File: config.mk
export PLATFORM = sky130hd
export DESIGN_NAME = uart_tx_fifo
export DESIGN_NICKNAME = d
export VERILOG_FILES = /design/src/rtl/uart_pkg.sv /design/src/rtl/sync_fifo.sv /design/src/rtl/uart_tx_fifo.sv
export SDC_FILE = /design/constraint.sdc
export NUM_CORES = 1
export LEC_CHECK = 0
export ABC_AREA = 1
export CORE_MARGIN = 10
export CORE_UTILIZATION = 40
export DETAILED_ROUTE_END_ITERATION = 12
export MAX_ROUTING_LAYER = met4
export PLACE_DENSITY = 0.56
export SYNTH_ARGS = -nofsm -noshare
export SYNTH_HDL_FRONTEND = slang
export SYNTH_HIERARCHICAL = 1
export SYNTH_SLANG_ARGS = --single-unit
File: constraint.sdc
create_clock -name clk -period 5.8 [get_ports clk]
set_clock_uncertainty 0.05 [all_clocks]
set_input_delay 1.74 -clock clk [delete_from_list [all_inputs] [get_ports clk]]
set_output_delay 1.74 -clock clk [all_outputs]
set_load 0.05 [all_outputs]
File: src/rtl/uart_pkg.sv
// Shared constants and FSM encoding for the
// UART transmit-side byte FIFO.
package uart_pkg;

  localparam int FIFO_DEPTH      = 16;
  localparam int FIFO_AW         = 4;
  localparam int TX_BUSY_TIMEOUT = 15;

  typedef enum logic [1:0] {
    ST_IDLE      = 2'd0,
    ST_WAIT_BUSY = 2'd1,
    ST_WAIT_DONE = 2'd2
  } tx_state_e;

endpackage

File: src/rtl/sync_fifo.sv
// Byte FIFO with registered occupancy flags;
// a push into a full FIFO is accepted only alongside a pop.
module sync_fifo
  import uart_pkg::*;
#(
  parameter int DEPTH = FIFO_DEPTH,
  parameter int AW    = FIFO_AW
) (
  input  logic          clk,
  input  logic          res,
  input  logic          push,
  input  logic          pop,
  input  logic [7:0]    wdata,
  output logic [7:0]    rdata,
  output logic          full,
  output logic          empty,
  output logic [AW:0]   count
);

  localparam logic [AW:0] DEPTH_C = (AW+1)'(DEPTH);

  logic [7:0]    mem_q [DEPTH];
  logic [AW-1:0] wr_ptr_q, wr_ptr_d;
  logic [AW-1:0] rd_ptr_q, rd_ptr_d;
  logic [AW:0]   count_q, count_d;
  logic          full_q, full_d;
  logic          empty_q, empty_d;
  logic          do_push, do_pop;

  assign do_pop  = pop & ~empty_q;
  assign do_push = push & (~full_q | do_pop);

  always_comb begin
    wr_ptr_d = wr_ptr_q;
    rd_ptr_d = rd_ptr_q;
    count_d  = count_q;
    if (do_push) wr_ptr_d = wr_ptr_q + 1'b1;
    if (do_pop)  rd_ptr_d = rd_ptr_q + 1'b1;
    unique case ({do_push, do_pop})
      2'b10:   count_d = count_q + 1'b1;
      2'b01:   count_d = count_q - 1'b1;
      default: count_d = count_q;
    endcase
    full_d  = (count_d == DEPTH_C);
    empty_d = (count_d == '0);
  end

  always_ff @(posedge clk) begin
    if (res) begin
      wr_ptr_q <= '0;
      rd_ptr_q <= '0;
      count_q  <= '0;
      full_q   <= 1'b0;
      empty_q  <= 1'b1;
    end else begin
      wr_ptr_q <= wr_ptr_d;
      rd_ptr_q <= rd_ptr_d;
      count_q  <= count_d;
      full_q   <= full_d;
      empty_q  <= empty_d;
    end
  end

  // Storage is left unreset; only pointers define validity.
  always_ff @(posedge clk) begin
    if (do_push) mem_q[wr_ptr_q] <= wdata;
  end

  assign rdata = mem_q[rd_ptr_q];
  assign full  = full_q;
  assign empty = empty_q;
  assign count = count_q;

endmodule

File: src/rtl/uart_tx_fifo.sv
// Buffers command bytes and hands them to the UART
// transmitter one per busy period.
module uart_tx_fifo
  import uart_pkg::*;
#(
  parameter int DEPTH        = FIFO_DEPTH,
  parameter int AW           = FIFO_AW,
  parameter int BUSY_TIMEOUT = TX_BUSY_TIMEOUT
) (
  input  logic          clk,
  input  logic          res,
  input  logic [7:0]    data_in,
  input  logic          en_data_in,
  input  logic          rdy,
  output logic [7:0]    data_out,
  output logic          en_data_out,
  output logic          full,
  output logic          empty,
  output logic [AW:0]   count,
  output logic          overflow,
  output logic          lost
);

  localparam int TW = $clog2(BUSY_TIMEOUT + 1);

  tx_state_e     state_q, state_d;
  logic [TW-1:0] tmo_q, tmo_d;
  logic [7:0]    data_out_q, data_out_d;
  logic          en_q, en_d;
  logic          ovf_q, ovf_d;
  logic          lost_q, lost_d;

  logic [7:0]    head;
  logic          fifo_full, fifo_empty;
  logic [AW:0]   fifo_count;
  logic          push, pop;

  sync_fifo #(
    .DEPTH (DEPTH),
    .AW    (AW)
  ) u_fifo (
    .clk   (clk),
    .res   (res),
    .push  (push),
    .pop   (pop),
    .wdata (data_in),
    .rdata (head),
    .full  (fifo_full),
    .empty (fifo_empty),
    .count (fifo_count)
  );

  always_comb begin
    state_d    = state_q;
    tmo_d      = tmo_q;
    data_out_d = data_out_q;
    en_d       = 1'b0;
    ovf_d      = ovf_q;
    lost_d     = lost_q;
    pop        = 1'b0;
    unique case (state_q)
      ST_IDLE: begin
        if (!fifo_empty && rdy) begin
          pop        = 1'b1;
          data_out_d = head;
          en_d       = 1'b1;
          tmo_d      = '0;
          state_d    = ST_WAIT_BUSY;
        end
      end
      ST_WAIT_BUSY: begin
        if (!rdy) begin
          state_d = ST_WAIT_DONE;
        end else if (tmo_q == TW'(BUSY_TIMEOUT - 1)) begin
          lost_d  = 1'b1;
          state_d = ST_IDLE;
        end else begin
          tmo_d = tmo_q + 1'b1;
        end
      end
      ST_WAIT_DONE: begin
        if (rdy) state_d = ST_IDLE;
      end
      default: state_d = ST_IDLE;
    endcase
    // A full FIFO still takes a byte when the head leaves on the same edge.
    push = en_data_in && (!fifo_full || pop);
    if (en_data_in && fifo_full && !pop) ovf_d = 1'b1;
  end

  always_ff @(posedge clk) begin
    if (res) begin
      state_q    <= ST_IDLE;
      tmo_q      <= '0;
      data_out_q <= 8'h00;
      en_q       <= 1'b0;
      ovf_q      <= 1'b0;
      lost_q     <= 1'b0;
    end else begin
      state_q    <= state_d;
      tmo_q      <= tmo_d;
      data_out_q <= data_out_d;
      en_q       <= en_d;
      ovf_q      <= ovf_d;
      lost_q     <= lost_d;
    end
  end

  assign data_out    = data_out_q;
  assign en_data_out = en_q;
  assign full        = fifo_full;
  assign empty       = fifo_empty;
  assign count       = fifo_count;
  assign overflow    = ovf_q;
  assign lost        = lost_q;

endmodule
==> results.yml <==
timing:
  worst_pin_slew_ns: 1.07
  fmax_mhz: 229
  period_share_pct: 75.3
  setup_tns_ns: 0
  finalSetupViolCount: 0
  relSlewSlack_pct: 28.6
  hold_ws_ns: 0.416
  post-route-min-period_ns: 4.37
  rsz0062_at_grt: "false"
  hold_violations: 0
  drv_slew: 0
yosys:
  yosys.cell_types.count: 36
  synth_fa_ha_area_share_pct: 1.81
  ys.flop_type: "edfxtp_1"
  syn-num-nets: 607
  synth_top_area_share_pct: 55.5
  yosys.area.top_type: "edfxtp_1"
  async_reset_ff_share_pct: 0
  synth_mux_area_share_pct: 4.62
  synth_xor_area_share_pct: 0.253
  synthSimpleGateAreaFrac_pct: 9.63
  synth-edff-count: 128
  synthesis.area_um2: 6930
  synth_area_leaders: "edfxtp_1, dfxtp_1, mux2i_1"
  avgSynthCellArea_um2: 11.8
  synth-seq-area-share_pct: 65.9
  syn_inst: 585
  synth-compound-area-share_pct: 11.4
  synth_top_family_by_area: "compound AO/OA/AOI/OAI gates"
  ys_ff_latch: 164
  synth_warnings: 6
floorplanning:
  die_area_um2: 23000
  initial_core_util_pct: 40.5
  core_um2: 17100
  row_count: 48
  die_y_um: 152
  die_w_um: 152
  ios: 30
finish:
  num_antenna_cells: 0
  syn_to_final_growth_pct: 14.0
  layout_commonest_cell: "edfxtp_1"
  fin_util_pct: 46.1
  nets: 635
  layout-drive-gt1-share_pct: 9.42
  layout_common_cells: "edfxtp_1, inv_1, nand2_1"
worst_setup_path:
  critPathTopFamily: "simple AND/OR/NAND/NOR gates"
  worstReg2RegStart: "state_q[0]"
  cp_cell_sequence: "clkdlybuf4s50_1, inv_1, nor2_2, nand2_2, inv_2, inv_1, nor2_4, inv_2, nand2_2, nand2_4, ha_1, nand2_1, inv_1, nor2_1, ha_1, o21ai_0, nand2_1, nor2_1, nand3_1, o21bai_2"
  critPathSlowestCell: "clkdlybuf4s50_1"
  crit_path_start_kind: "primary input"
  reg2reg_to: "u_fifo/empty"
  cp-end-kind: "register"
  ff2ff_setup_slack_ns: 2.89
  rr_worst_depth: 18
  cp_max_fo: 15
  critical_path_depth: 20
  arrival_ns: 4.66
  cpMostUsedCell: "inv_1"
  cpPeakStageDelay_ns: 0.48
  cp_num_buf_inv: 6
  crit_type: "primary input to register"
  critPathRequiredTime_ns: 6.10
clock_tree:
  clock-sinks: 164
  clkLatencyLatePin_ns: 0.42
  cts_hold_buf: 0
  cts_root_buf: "clkbuf_16"
  numCtsBuffers: 17
  tritoncts: "yes"
  cts_htree_levels: 4
  clk_pin_slew_ns: 0.06
  cts_resized: 0
  cts_setup_buffers: 0
  clk_path_buf_depth: 2
power_and_ir_drop:
  leakage_nw: 2.75
  total_power_mw: 2.71
  ir_drop_v: 0.000204
  powerDensity_nw_per_um2: 344
min_path:
  hold_depth: 1
  hold_class: "register to register"
  min_to: "u_fifo/rd_ptr_q[3]"
  min_from: "u_fifo/rd_ptr_q[3]"
grt:
  grt_pass1_wl_um: 23600
  grt_max_degree: 50
  grt_pass1_vias: 4244
  gr-total-overflow: 0
  grt_use_total_pct: 14.0
  grt_antenna_before_repair: 0
routing:
  viasPerCell: 5.06
  vias: 4303
  routedWlPerCell_um: 17.6
  drtAntennaViolNets: 0
  drc: 0
  drtIter0Drc: 437
  drt_first_pass_iters: 5
  routed_wl_um: 14900
run_status:
  status: "completed"
place:
  place_hpwl_um: 9730
  place.gp.congestion: 0.805
  port_buffers: 29
run:
  cap_violations: 0
==> cell usage after synthesis (2+ instances only) <==
| cell type | count |
|---|---|
| mux2i_1 | 32 |
| o211ai_1 | 32 |
| o21ai_0 | 44 |
| nand2_1 | 56 |
| nand3_1 | 23 |
| nand2_4 | 2 |
| a21oi_2 | 7 |
| ha_1 | 10 |
| nand4_1 | 2 |
| nor3_1 | 2 |
| clkbuf_1 | 8 |
| buf_12 | 2 |
| edfxtp_1 | 128 |
| dfxtp_1 | 36 |
| nand2_2 | 5 |
| a21oi_1 | 35 |
| inv_1 | 66 |
| buf_6 | 4 |
| nor2_2 | 4 |
| o21ai_1 | 11 |
| nor2_1 | 55 |
| buf_2 | 6 |
| inv_2 | 2 |
==> how the worst max path moves through the flow <==
stage,startpoint,end,slack (ns)
6_report,rdy,u_fifo/empty,1.43
5_1_grt,rdy,u_fifo/empty,1.09
4_1_cts,rdy,u_fifo/empty,1.45
3_5_place_dp,rdy,u_fifo/empty,1.02
3_3_place_gp,rdy,u_fifo/empty,1.13
2_1_floorplan,rdy,u_fifo/empty,1.90
==> worst register-to-register path: cells and delay by family (launching register included) <==
kind / cells / cell delay [ns]
buffers and inverters: 4 / 0.40
adders and majority gates: 2 / 0.52
AOI/OAI and AO/OA: 2 / 0.33
DFF: 1 / 0.36
and+or+nand+nor: 10 / 1.18
==> final cells by class <==
| class | count | area (µm²) |
|---|---|---|
| clock buffer | 17 | 425 |
| clock inverter | 15 | 133 |
| fill | 1539 | 9220 |
| inverter | 69 | 259 |
| multi-input combinational | 329 | 1920 |
| sequential | 164 | 4570 |
| tap | 225 | 282 |
| timing repair buffer | 32 | 313 |
==> sequential cells by signal, indices dropped and copies added (netlist names), named ones only <==
register / flops
u_fifo/rd_ptr_q: 4
u_fifo/full: 1
u_fifo/count: 5
u_fifo/wr_ptr_q: 4
data_out: 8
u_fifo/mem_q: 128
en_data_out: 1
u_fifo/empty: 1
overflow: 1
tmo_q: 4
state_q: 2
lost: 1
==> cells by family (layout without fill, tap and decap cells) <==
family | after synthesis | after routing
compound gates | 133 | 133
xor+xnor | 2 | 2
fa+ha+maj | 10 | 10
buf+inv | 92 | 133
flops | 164 | 164
mux | 32 | 32
simple gates | 152 | 152
==> routing by layer <==
layer  part of all wire (%)  GRT usage, %
met1                     47          17.8
met2                     49          22.0
met3                    3.3          2.82
met4                    1.4          4.77
met5                      0             -
==> report_power, final <==
group | internal (mW) | switching (mW)
Sequential | 1.30 | 0.0326
Combinational | 0.107 | 0.218
Clock | 0.592 | 0.464
==> through the flow <==
stage | cells | setup WS [ns] | instance area [µm²]
6_report | 851 | 1.43 | 7900
3_5_place_dp | 819 | 1.02 | 7340
2_1_floorplan | 585 | 1.90 | 6930
4_1_cts | 851 | 1.45 | 7900
5_1_grt | 851 | 1.09 | 7900
3_3_place_gp | 819 | 1.13 | 7340
(Power assumes the default switching activity.)
